$ cat config.mk
export PLATFORM = sky130hd
export DESIGN_NAME = register16
export DESIGN_NICKNAME = d
export VERILOG_FILES = /design/src/rtl/register16.sv
export SDC_FILE = /design/constraint.sdc
export NUM_CORES = 1
export LEC_CHECK = 0
export ABC_AREA = 1
export ABC_CLOCK_PERIOD_IN_PS = 800
export CAP_MARGIN = 20
export CORE_AREA = 2 2 57 45
export DETAILED_ROUTE_END_ITERATION = 10
export DIE_AREA = 0 0 59 47
export HOLD_SLACK_MARGIN = 0.12
export PLACE_DENSITY_LB_ADDON = 0.15
export SYNTH_ARGS = -nofsm -noshare
export SYNTH_HDL_FRONTEND = slang
export SYNTH_SLANG_ARGS = --single-unit
export TNS_END_PERCENT = 30
$ cat constraint.sdc
create_clock -name clk -period 0.8 [get_ports clk]
set_input_delay 0.16 -clock clk [delete_from_list [all_inputs] [get_ports clk]]
set_output_delay 0.16 -clock clk [all_outputs]
set_load 0.005 [all_outputs]
$ cat src/rtl/register16.sv
// rtl/register16.sv - WIDTH-bit load-enabled register with synchronous active-low reset
// Tracks whether any load has happened since the last reset.
module register16 #(
  parameter int          WIDTH       = 16,
  parameter logic [63:0] RESET_VALUE = 64'd0
) (
  input  logic             clk,
  input  logic             rst,
  input  logic             load,
  input  logic [WIDTH-1:0] in,
  output logic [WIDTH-1:0] out,
  output logic             loaded
);

  localparam logic [WIDTH-1:0] RST_VAL = RESET_VALUE[WIDTH-1:0];

  // Reset is tested first so an unknown load cannot leak into the reset value.
  always_ff @(posedge clk) begin
    if (!rst) begin
      out    <= RST_VAL;
      loaded <= 1'b0;
    end else if (load) begin
      out    <= in;
      loaded <= 1'b1;
    end
  end

endmodule

## Word level (Yosys, flattened, before mapping)

Index checks and enable logic that the tools add are counted.
W data, S select, Z words.

- Input bits: 19
- Output and inout port bits: 17
- Register bits after elaboration: 17

## Depth between registers and ports, before layout

Gate-level depths: netlist of run 1.

- Depth in word-level cells: 0
- Gate-level depth with buffers: 5
- Depth with buffers taken out: 4

## Worst setup path after synthesis of run 1

OpenSTA, ideal clock, no wires.

- Path type: in2reg
- Start: input port load
- End: register loaded
- Required time: 0.685 ns
- Path slack: 0.127 ns
- Data arrival time: 0.558 ns
- Buffers on the path: 2
- Setup time: 0.115 ns
- Stages on the path: 3
- Cells stage by stage: buf_6 buf_8 o21a_1

RTL lines:

| what | RTL line | RTL |
|---|---|---|
| start: declaration | 9 | `input logic load,` |
| end signal: assignment | 21 | `loaded <= 1'b0;` |
| end signal: assignment | 24 | `loaded <= 1'b1;` |
| end: declaration | 12 | `output logic loaded` |

No word-level cell between the ends.

## Worst setup path in the final report of run 1

- Start: register out[3]
- End: output port out[3]

RTL lines:

| what | RTL line | RTL |
|---|---|---|
| start: declaration | 11 | `output logic [WIDTH-1:0] out,` |
| start signal: assignment | 23 | `out <= in;` |

No word-level cell between the ends.

==> flow_metrics.env, run 1 <==
export IMPL_antenna_found_initial=0
export IMPL_cts_buffers=3
export IMPL_ys_types=9
export IMPL_seq_area_frac_synth=0.471
export IMPL_critPathTopFamily="flip-flops"
export IMPL_die_w_um=59
export IMPL_fin_crit_sh=1.14
export IMPL_peakVddDrop_mv=0.664
export IMPL_drc_errors=0
export IMPL_detail_route_antenna_nets=0
export IMPL_critPathMaxStageDelay_ns=0.34
export IMPL_hpwl_mm=1.06
export IMPL_worst_skew_pair_late_latency_ns=0.29
export IMPL_netlist_instances=104
export IMPL_synth_mux_area_frac=0
export IMPL_cts_setup_buffers=0
export IMPL_synthAdderAreaFrac=0
export IMPL_p_int_w=0.00130
export IMPL_fmax_mhz=1100
export IMPL_outcome="complete, but fails checks"
export IMPL_synth_ff_latch_count=17
export IMPL_cts_max_path_buffers=2
export IMPL_worst_slack_ns=-0.109
export IMPL_root_buffer="clkbuf_4"
export IMPL_drtPass1Iterations=2
export IMPL_grt_pass1_vias=552
export IMPL_cts_tree="built"
export IMPL_wl_per_cell_um=8.62
export IMPL_post_place_ws_ns=-0.366
export IMPL_avgSynthCellArea_sq_um=6.94
export IMPL_switching_share=0.252
export IMPL_dr_first_iter_drc_count=7
export IMPL_grt_max_degree=34
export IMPL_critPathLaunchType="flip-flop"
export IMPL_ys_warn_count=0
export IMPL_rsz0062_at_grt="yes"
export IMPL_worst_path_buf_inv=1
export IMPL_place_congestion=0.665
export IMPL_rows=15
export IMPL_grt_pass1_wl_mm=2.22
export IMPL_p_per_area_mw_per_mm2=1640
export IMPL_p_total_w=0.00174
export IMPL_globalRouteOverflowTotal=0
export IMPL_worst_pin_slew_ns=0.133
export IMPL_nets=161
export IMPL_grt_usage=0.110
export IMPL_fp_dieArea_sq_mm=0.00277
export IMPL_place_inst=162
export IMPL_hold_violations=0
export IMPL_area_growth_syn_to_layout_pct=46.8
export IMPL_diodes=0
export IMPL_layout_common_cells="32 x nor2_1, 32 x nand2_1, 17 x clkdlybuf4s50_1, 17 x dfxtp_2, 16 x inv_1"
export IMPL_pwr_share_comb=0.188
export IMPL_num_vias=662
export IMPL_stdcell_area_sq_mm=0.00106
export IMPL_coreArea_sq_mm=0.00221
export IMPL_start_util=0.326
export IMPL_hp_class="input port to flip-flop"
export IMPL_cts_htree_levels=1
export IMPL_clock_skew_ns=0
export IMPL_maxSlewHeadroom=0.912
export IMPL_synth_top_family_by_area="simple AND/OR/NAND/NOR gates"
export IMPL_drv_slew=0
export IMPL_stdcell_count=166
export IMPL_cp_arrival_ns=0.75
export IMPL_p_switching_w=0.000439
export IMPL_critPathRequiredTime_ns=0.64
export IMPL_synth_xor_area_frac=0
export IMPL_violations="setup timing"
export IMPL_drive_gt1_frac=0.298
export IMPL_routed_wl_mm=1.43
export IMPL_vias_per_cell=3.99
export IMPL_pwr_share_seq=0.545
export IMPL_cp_cell_sequence="buf_2"
export IMPL_worstSetupPathType="flip-flop to output port"
export IMPL_port_buffer_count=35
export IMPL_clk_pin_slew_worst_paths_ns=0.10
export IMPL_end_kind="output port"
export IMPL_synth_compound_area_frac=0.0104
export IMPL_syn_area_sq_um=722
export IMPL_slowest_stage="dfxtp_2"
export IMPL_cts_sinks=17
export IMPL_min_period_ns=0.909
export IMPL_yosys_area_share_simple=0.333
export IMPL_dpl_cell_area_sq_mm=0.00107
export IMPL_io_pin_count=36
export IMPL_maxCapViolations=0
export IMPL_clockPowerShare=0.267
export IMPL_p_leak_nw=0.583
export IMPL_setup_violations=17
export IMPL_tns_ns=-1.67
export IMPL_synth_fp_nets=123
export IMPL_die_y_um=47
export IMPL_r2r_setup_slack_ns=0.14
export IMPL_critPathMaxFanout=2
cell type report:
cell class / count / area (sq um)
clock inverter: 1 / 5.00
multi-input combinational: 65 / 248
timing repair buffer: 39 / 332
inverter: 16 / 60.1
sequential: 17 / 362
clock buffer: 3 / 22.5
tap: 25 / 31.3
fill: 243 / 1150
worst register-to-register path: stages (launching register included):
cell and delay, ns:
dfxtp_2 0.33, buf_4 0.12, nor2_1 0.07, nor2_1 0.05
layer usage:
metal  wire, um  vias up  track usage
met3        124        0       0.0579
met2        628       24        0.173
met1        678      272        0.139
li1           -      366            -
met4          0        0       0.0136
met5          0        -            0
power groups by stage:
stage | combinational, W | sequential (W) | clock (W)
finish | 0.000327 | 0.000947 | 0.000464
global placement | 0.000366 | 0.000955 | 0
CTS | 0.000317 | 0.000945 | 0.000497
floorplan | 0.000157 | 0.000959 | 0
detailed placement | 0.000373 | 0.000954 | 0
global route | 0.000370 | 0.000954 | 0.000538
cell usage after synthesis:
library cell  number  area (sq um)
dfxtp_1           17           340
nor2_1            32           120
clkbuf_8           1          13.8
buf_8              2          30.0
nand2_1           32           120
buf_6              2          22.5
o21a_1             1          7.51
buf_4              1          7.51
inv_1             16          60.1
sequential cells by signal, summed over array words and instances (netlist names):
register,count
out,16
loaded,1
repair_timing:
item | 4_1_cts | 5_1_grt
hold buffers | 0 | 0
gates resized for setup | 85 | 4
setup endpoints to repair | 32 | 17
cells by family after synthesis:
| kind of cell | count (synthesis) |
|---|---|
| flops | 17 |
| buf+inv | 22 |
| simple gates | 64 |
| compound gates | 1 |
path summary, 6_finish.rpt:
| path | from | to | depth (start not counted) |
|---|---|---|---|
| min reg2reg | loaded | loaded | 1 |
| max reg2reg | out[10] | out[10] | 3 |
| min | in[9] | out[9] | 5 |
| max | out[3] | out[3] | 1 |
stage by stage:
| step | utilization | hold slack, ns |
|---|---|---|
| after global routing | 0.479 | 0.444 |
| after detailed placement | 0.484 | 0.456 |
| after floorplan | - | 0.348 |
| after global placement | 0.484 | 0.451 |
| after CTS | 0.467 | 0.434 |
| final | 0.479 | 0.451 |
(Power assumes the default switching activity.)
==> run 2, diff against run 1 <==
REMOVE_ABC_BUFFERS = 1   (was default)
==> flow_metrics.env, run 2 (same netlist as run 1, synthesis figures left out) <==
export IMPL_end_kind="output port"
export IMPL_grt_max_degree=34
export IMPL_maxCapViolations=0
export IMPL_reg_largest_list="out x16, loaded x1"
export IMPL_post_place_ws_ns=-0.341
export IMPL_drtPass1Iterations=2
export IMPL_start_util=0.326
export IMPL_largest_register_ffs=16
export IMPL_place_congestion=0.541
export IMPL_setup_violations=17
export IMPL_place_inst=160
export IMPL_fmax_mhz=1120
export IMPL_maxSlewHeadroom=0.912
export IMPL_critPathLaunchType="flip-flop"
export IMPL_rr_endpoint="out[11]"
export IMPL_reg2reg_from="out[11]"
export IMPL_io_pin_count=36
export IMPL_rows=15
export IMPL_drive_gt1_frac=0.286
export IMPL_cts_tree="built"
export IMPL_dr_first_iter_drc_count=25
export IMPL_rsz0062_at_grt="yes"
export IMPL_use_met2=0.187
export IMPL_cts_htree_levels=1
export IMPL_grt_use_met1=0.127
export IMPL_cp_cell_sequence="buf_2"
export IMPL_clock_skew_ns=0
export IMPL_hpwl_um=994
export IMPL_slowest_stage="dfxtp_2"
export IMPL_grt_use_met3=0.0496
export IMPL_cp_depth=1
export IMPL_area_growth_syn_to_layout_pct=49.9
export IMPL_wl_per_cell_um=8.70
export IMPL_antenna_found_initial=0
export IMPL_vias_per_cell=4.07
export IMPL_violations="setup timing"
export IMPL_critPathMaxFanout=2
export IMPL_detail_route_antenna_nets=0
export IMPL_hold_violations=0
export IMPL_critPathRequiredTime_ns=0.64
export IMPL_drc_errors=0
export IMPL_layout_common_cells="32 x nor2_1, 32 x nand2_1, 17 x clkdlybuf4s50_1, 17 x dfxtp_2, 16 x inv_1"
export IMPL_worstSetupPathType="flip-flop to output port"
export IMPL_fp_dieArea_sq_mm=0.00277
export IMPL_final_util=0.489
export IMPL_min_period_ns=0.894
export IMPL_peakVddDrop_mv=0.596
export IMPL_timing_hold_ws_ns=0.448
export IMPL_routed_wl_mm=1.44
export IMPL_die_y_um=47
export IMPL_critPathMaxStageDelay_ns=0.33
export IMPL_p_leak_nw=0.584
export IMPL_cts_max_path_buffers=2
export IMPL_grt_pass1_vias=563
export IMPL_r2r_setup_slack_ns=0.13
export IMPL_num_vias=671
export IMPL_grt_busiest_layer="met2"
export IMPL_diodes=0
export IMPL_outcome="complete, but fails checks"
export IMPL_die_w_um=59
export IMPL_cts_buffers=3
export IMPL_grt_usage=0.114
export IMPL_hold_buffers=0
export IMPL_grt_pass1_wl_mm=2.27
export IMPL_critPathLaunch="out[0]"
export IMPL_worst_pin_slew_ns=0.132
export IMPL_globalRouteOverflowTotal=0
export IMPL_critPathTopFamily="flip-flops"
export IMPL_cts_sinks=17
export IMPL_regMostFlops="out"
export IMPL_port_buffer_count=35
export IMPL_cp_arrival_ns=0.73
export IMPL_r2r_cells=3
export IMPL_p_per_area_mw_per_mm2=1610
export IMPL_drv_slew=0
export IMPL_clk_pin_slew_worst_paths_ns=0.10
export IMPL_hp_class="flip-flop to flip-flop"
export IMPL_cp_endpoint="out[0]"
export IMPL_worst_path_buf_inv=1
export IMPL_coreArea_sq_mm=0.00221
export IMPL_worst_slack_ns=-0.0941
export IMPL_fin_crit_sh=1.12
export IMPL_nets=160
export IMPL_tns_ns=-1.47
export IMPL_root_buffer="clkbuf_4"
export IMPL_worst_skew_pair_late_latency_ns=0.28
export IMPL_stdcell_count=165
==> run 2: metal layers <==
metal | wire length [um] | share of wire
met1 | 620 | 0.43
met2 | 636 | 0.44
met3 | 151 | 0.11
met4 | 27 | 0.019
met5 | 0 | 0
==> run 2: power by group <==
| group | total [W] | switching, W | internal (W) | leakage [nW] |
|---|---|---|---|---|
| logic | 0.000343 | 0.000132 | 0.000211 | 0.423 |
| clock network | 0.000453 | 0.000260 | 0.000194 | 0.0150 |
| registers | 0.000949 | 0.0000317 | 0.000917 | 0.146 |
| total | 0.00174 | 0.000423 | 0.00132 | 0.584 |
==> run 2: cell type report <==
class | count | area [sq um]
inverters | 16 | 60.1
well taps | 25 | 31.3
multi-input cells | 65 | 248
fillers | 254 | 1130
flip-flops and latches | 17 | 362
clock buffers | 4 | 26.3
repair buffers | 38 | 355
==> run 2: what timing repair did <==
item	4_1_cts	5_1_grt
hold endpoints to repair	0	0
endpoints found under the setup margin	33	17
gates resized for setup	86	7
buffers inserted	1	0
==> run 2: how the worst min path moves through the flow <==
stage                 from      to  cells after the start
finish              loaded  loaded                      1
global route        loaded  loaded                      1
CTS                  in[5]  out[5]                      5
detailed placement  loaded  loaded                      1
global placement    loaded  loaded                      1
floorplan              rst  loaded                      1
==> run 2: metrics by stage <==
| stage | instance area [sq um] | total power [W] |
|---|---|---|
| global placement | 1070 | 0.00132 |
| global route | 1080 | 0.00187 |
| floorplan | 648 | 0.00106 |
| CTS | 1040 | 0.00175 |
| detailed placement | 1070 | 0.00133 |
| finish | 1080 | 0.00174 |
==> run 3, diff against run 2 <==
CORE_AREA = 8 8 63 51   (was 2 2 57 45)
DIE_AREA = 0 0 71 59   (was 0 0 59 47)
==> flow_metrics.env, run 3 (same netlist as run 1, synthesis figures left out) <==
export IMPL_outcome="complete, but fails checks"
export IMPL_violations="setup timing"
export IMPL_fp_dieArea_sq_mm=0.00419
export IMPL_cts_htree_levels=1
export IMPL_drc_errors=0
export IMPL_critPathRequiredTime_ns=0.64
export IMPL_drive_gt1_frac=0.281
export IMPL_cp_arrival_ns=0.73
export IMPL_reg_largest_list="out x16, loaded x1"
export IMPL_grt_pass1_vias=643
export IMPL_timing_hold_ws_ns=0.460
export IMPL_hp_start="in[8]"
export IMPL_critPathMaxFanout=2
export IMPL_grt_max_degree=34
export IMPL_worst_path_buf_inv=1
export IMPL_critPathLaunchType="flip-flop"
export IMPL_worst_pin_slew_ns=0.131
export IMPL_drv_slew=0
export IMPL_cts_buffers=3
export IMPL_routed_wl_mm=1.61
export IMPL_nets=159
export IMPL_hpwl_mm=1.18
export IMPL_hold_violations=0
export IMPL_rr_endpoint="loaded"
export IMPL_antenna_found_initial=0
export IMPL_fill_cells=237
export IMPL_min_period_ns=0.892
export IMPL_maxSlewHeadroom=0.912
export IMPL_setup_violations=17
export IMPL_p_leak_nw=0.585
export IMPL_critPathMaxStageDelay_ns=0.34
export IMPL_grt_usage=0.0802
export IMPL_slowest_stage="dfxtp_2"
export IMPL_dr_first_iter_drc_count=66
export IMPL_r2r_cells=1
export IMPL_fmax_mhz=1120
export IMPL_maxCapViolations=0
export IMPL_hp_class="input port to flip-flop"
export IMPL_critPathLaunch="out[11]"
export IMPL_wl_per_cell_um=9.81
export IMPL_globalRouteOverflowTotal=0
export IMPL_io_pin_count=36
export IMPL_min_path_cells=5
export IMPL_peakVddDrop_mv=0.980
export IMPL_num_vias=656
export IMPL_seqCellArea_sq_um=362
export IMPL_r2r_setup_slack_ns=0.21
export IMPL_grt_pass1_wl_mm=2.71
export IMPL_rsz0062_at_grt="yes"
export IMPL_drtPass1Iterations=3
export IMPL_coreArea_sq_mm=0.00221
export IMPL_layout_common_cells="32 x nor2_1, 32 x nand2_1, 17 x clkdlybuf4s50_1, 17 x dfxtp_2, 16 x inv_1"
export IMPL_area_growth_syn_to_layout_pct=53.2
export IMPL_diodes=0
export IMPL_cts_sinks=17
export IMPL_rows=15
export IMPL_root_buffer="clkbuf_4"
export IMPL_die_y_um=59
export IMPL_regMostFlops="out"
export IMPL_critPathTopFamily="flip-flops"
export IMPL_detail_route_antenna_nets=0
export IMPL_place_congestion=0.634
export IMPL_clk_pin_slew_worst_paths_ns=0.09
export IMPL_fin_crit_sh=1.11
export IMPL_cp_cell_sequence="buf_6"
export IMPL_worstSetupPathType="flip-flop to output port"
export IMPL_die_w_um=71
export IMPL_largest_register_ffs=16
export IMPL_port_buffer_count=35
export IMPL_stdcell_area_sq_mm=0.00111
export IMPL_worst_slack_ns=-0.0918
export IMPL_cts_tree="built"
export IMPL_vias_per_cell=4.00
export IMPL_end_kind="output port"
export IMPL_multi_input_area_sq_um=248
export IMPL_worst_skew_pair_late_latency_ns=0.28
export IMPL_reg2reg_from="loaded"
export IMPL_cp_endpoint="out[11]"
export IMPL_cp_depth=1
export IMPL_start_util=0.326
export IMPL_dpl_cell_area_sq_mm=0.00107
export IMPL_cts_max_path_buffers=2
export IMPL_p_per_area_mw_per_mm2=1590
export IMPL_clock_skew_ns=0
-- run 3: cell types whose count changed in the layout (fill, tap and decap cells not counted) --
| cell | before | now |
|---|---|---|
| buf_2 | 10 | 5 |
| buf_4 | 1 | 0 |
| buf_6 | 7 | 12 |
-- run 3: how the worst min path moves through the flow --
stage	endpoint	slack (ns)
after floorplan	loaded	0.28
after global placement	loaded	0.44
after detailed placement	loaded	0.44
after CTS	out[8]	0.45
after global routing	out[12]	0.46
final	out[8]	0.46
-- run 3: through the flow --
stage | worst slack [ns] | instances | power [W] | utilization | setup TNS [ns]
4_1_cts | -0.106 | 164 | 0.00176 | 0.482 | -1.70
6_report | -0.0918 | 164 | 0.00176 | 0.499 | -1.44
5_1_grt | -0.133 | 164 | 0.00187 | 0.499 | -2.14
2_1_floorplan | 0.237 | 98 | 0.00106 | - | 0
3_5_place_dp | -0.346 | 160 | 0.00133 | 0.483 | -8.65
3_3_place_gp | -0.325 | 160 | 0.00133 | 0.483 | -8.38
-- run 3: layer usage --
metal | up-vias | wire, um | GRT usage
li1 | 361 | - | -
met1 | 265 | 774 | 0.0864
met2 | 28 | 605 | 0.120
met3 | 2 | 225 | 0.0642
met4 | 0 | 4 | 0.0177
met5 | - | 0 | 0
-- run 3: timing repair --
action | in CTS | in global routing
setup endpoints to repair | 33 | 17
resized for setup | 92 | 6
setup buffers | 0 | 0
hold buffers | 0 | 0
-- run 3: where the power goes --
| group | switching (W) | internal, W |
|---|---|---|
| Sequential | 0.0000359 | 0.000917 |
| Clock | 0.000249 | 0.000194 |
| Combinational | 0.000134 | 0.000226 |
| Total | 0.000420 | 0.00134 |
-- run 3: layout make-up --
class                      instances  area share
timing repair buffer              37       0.343
sequential                        17       0.327
clock buffer                       4      0.0238
multi-input combinational         65       0.224
tap                               25      0.0283
inverter                          16      0.0543
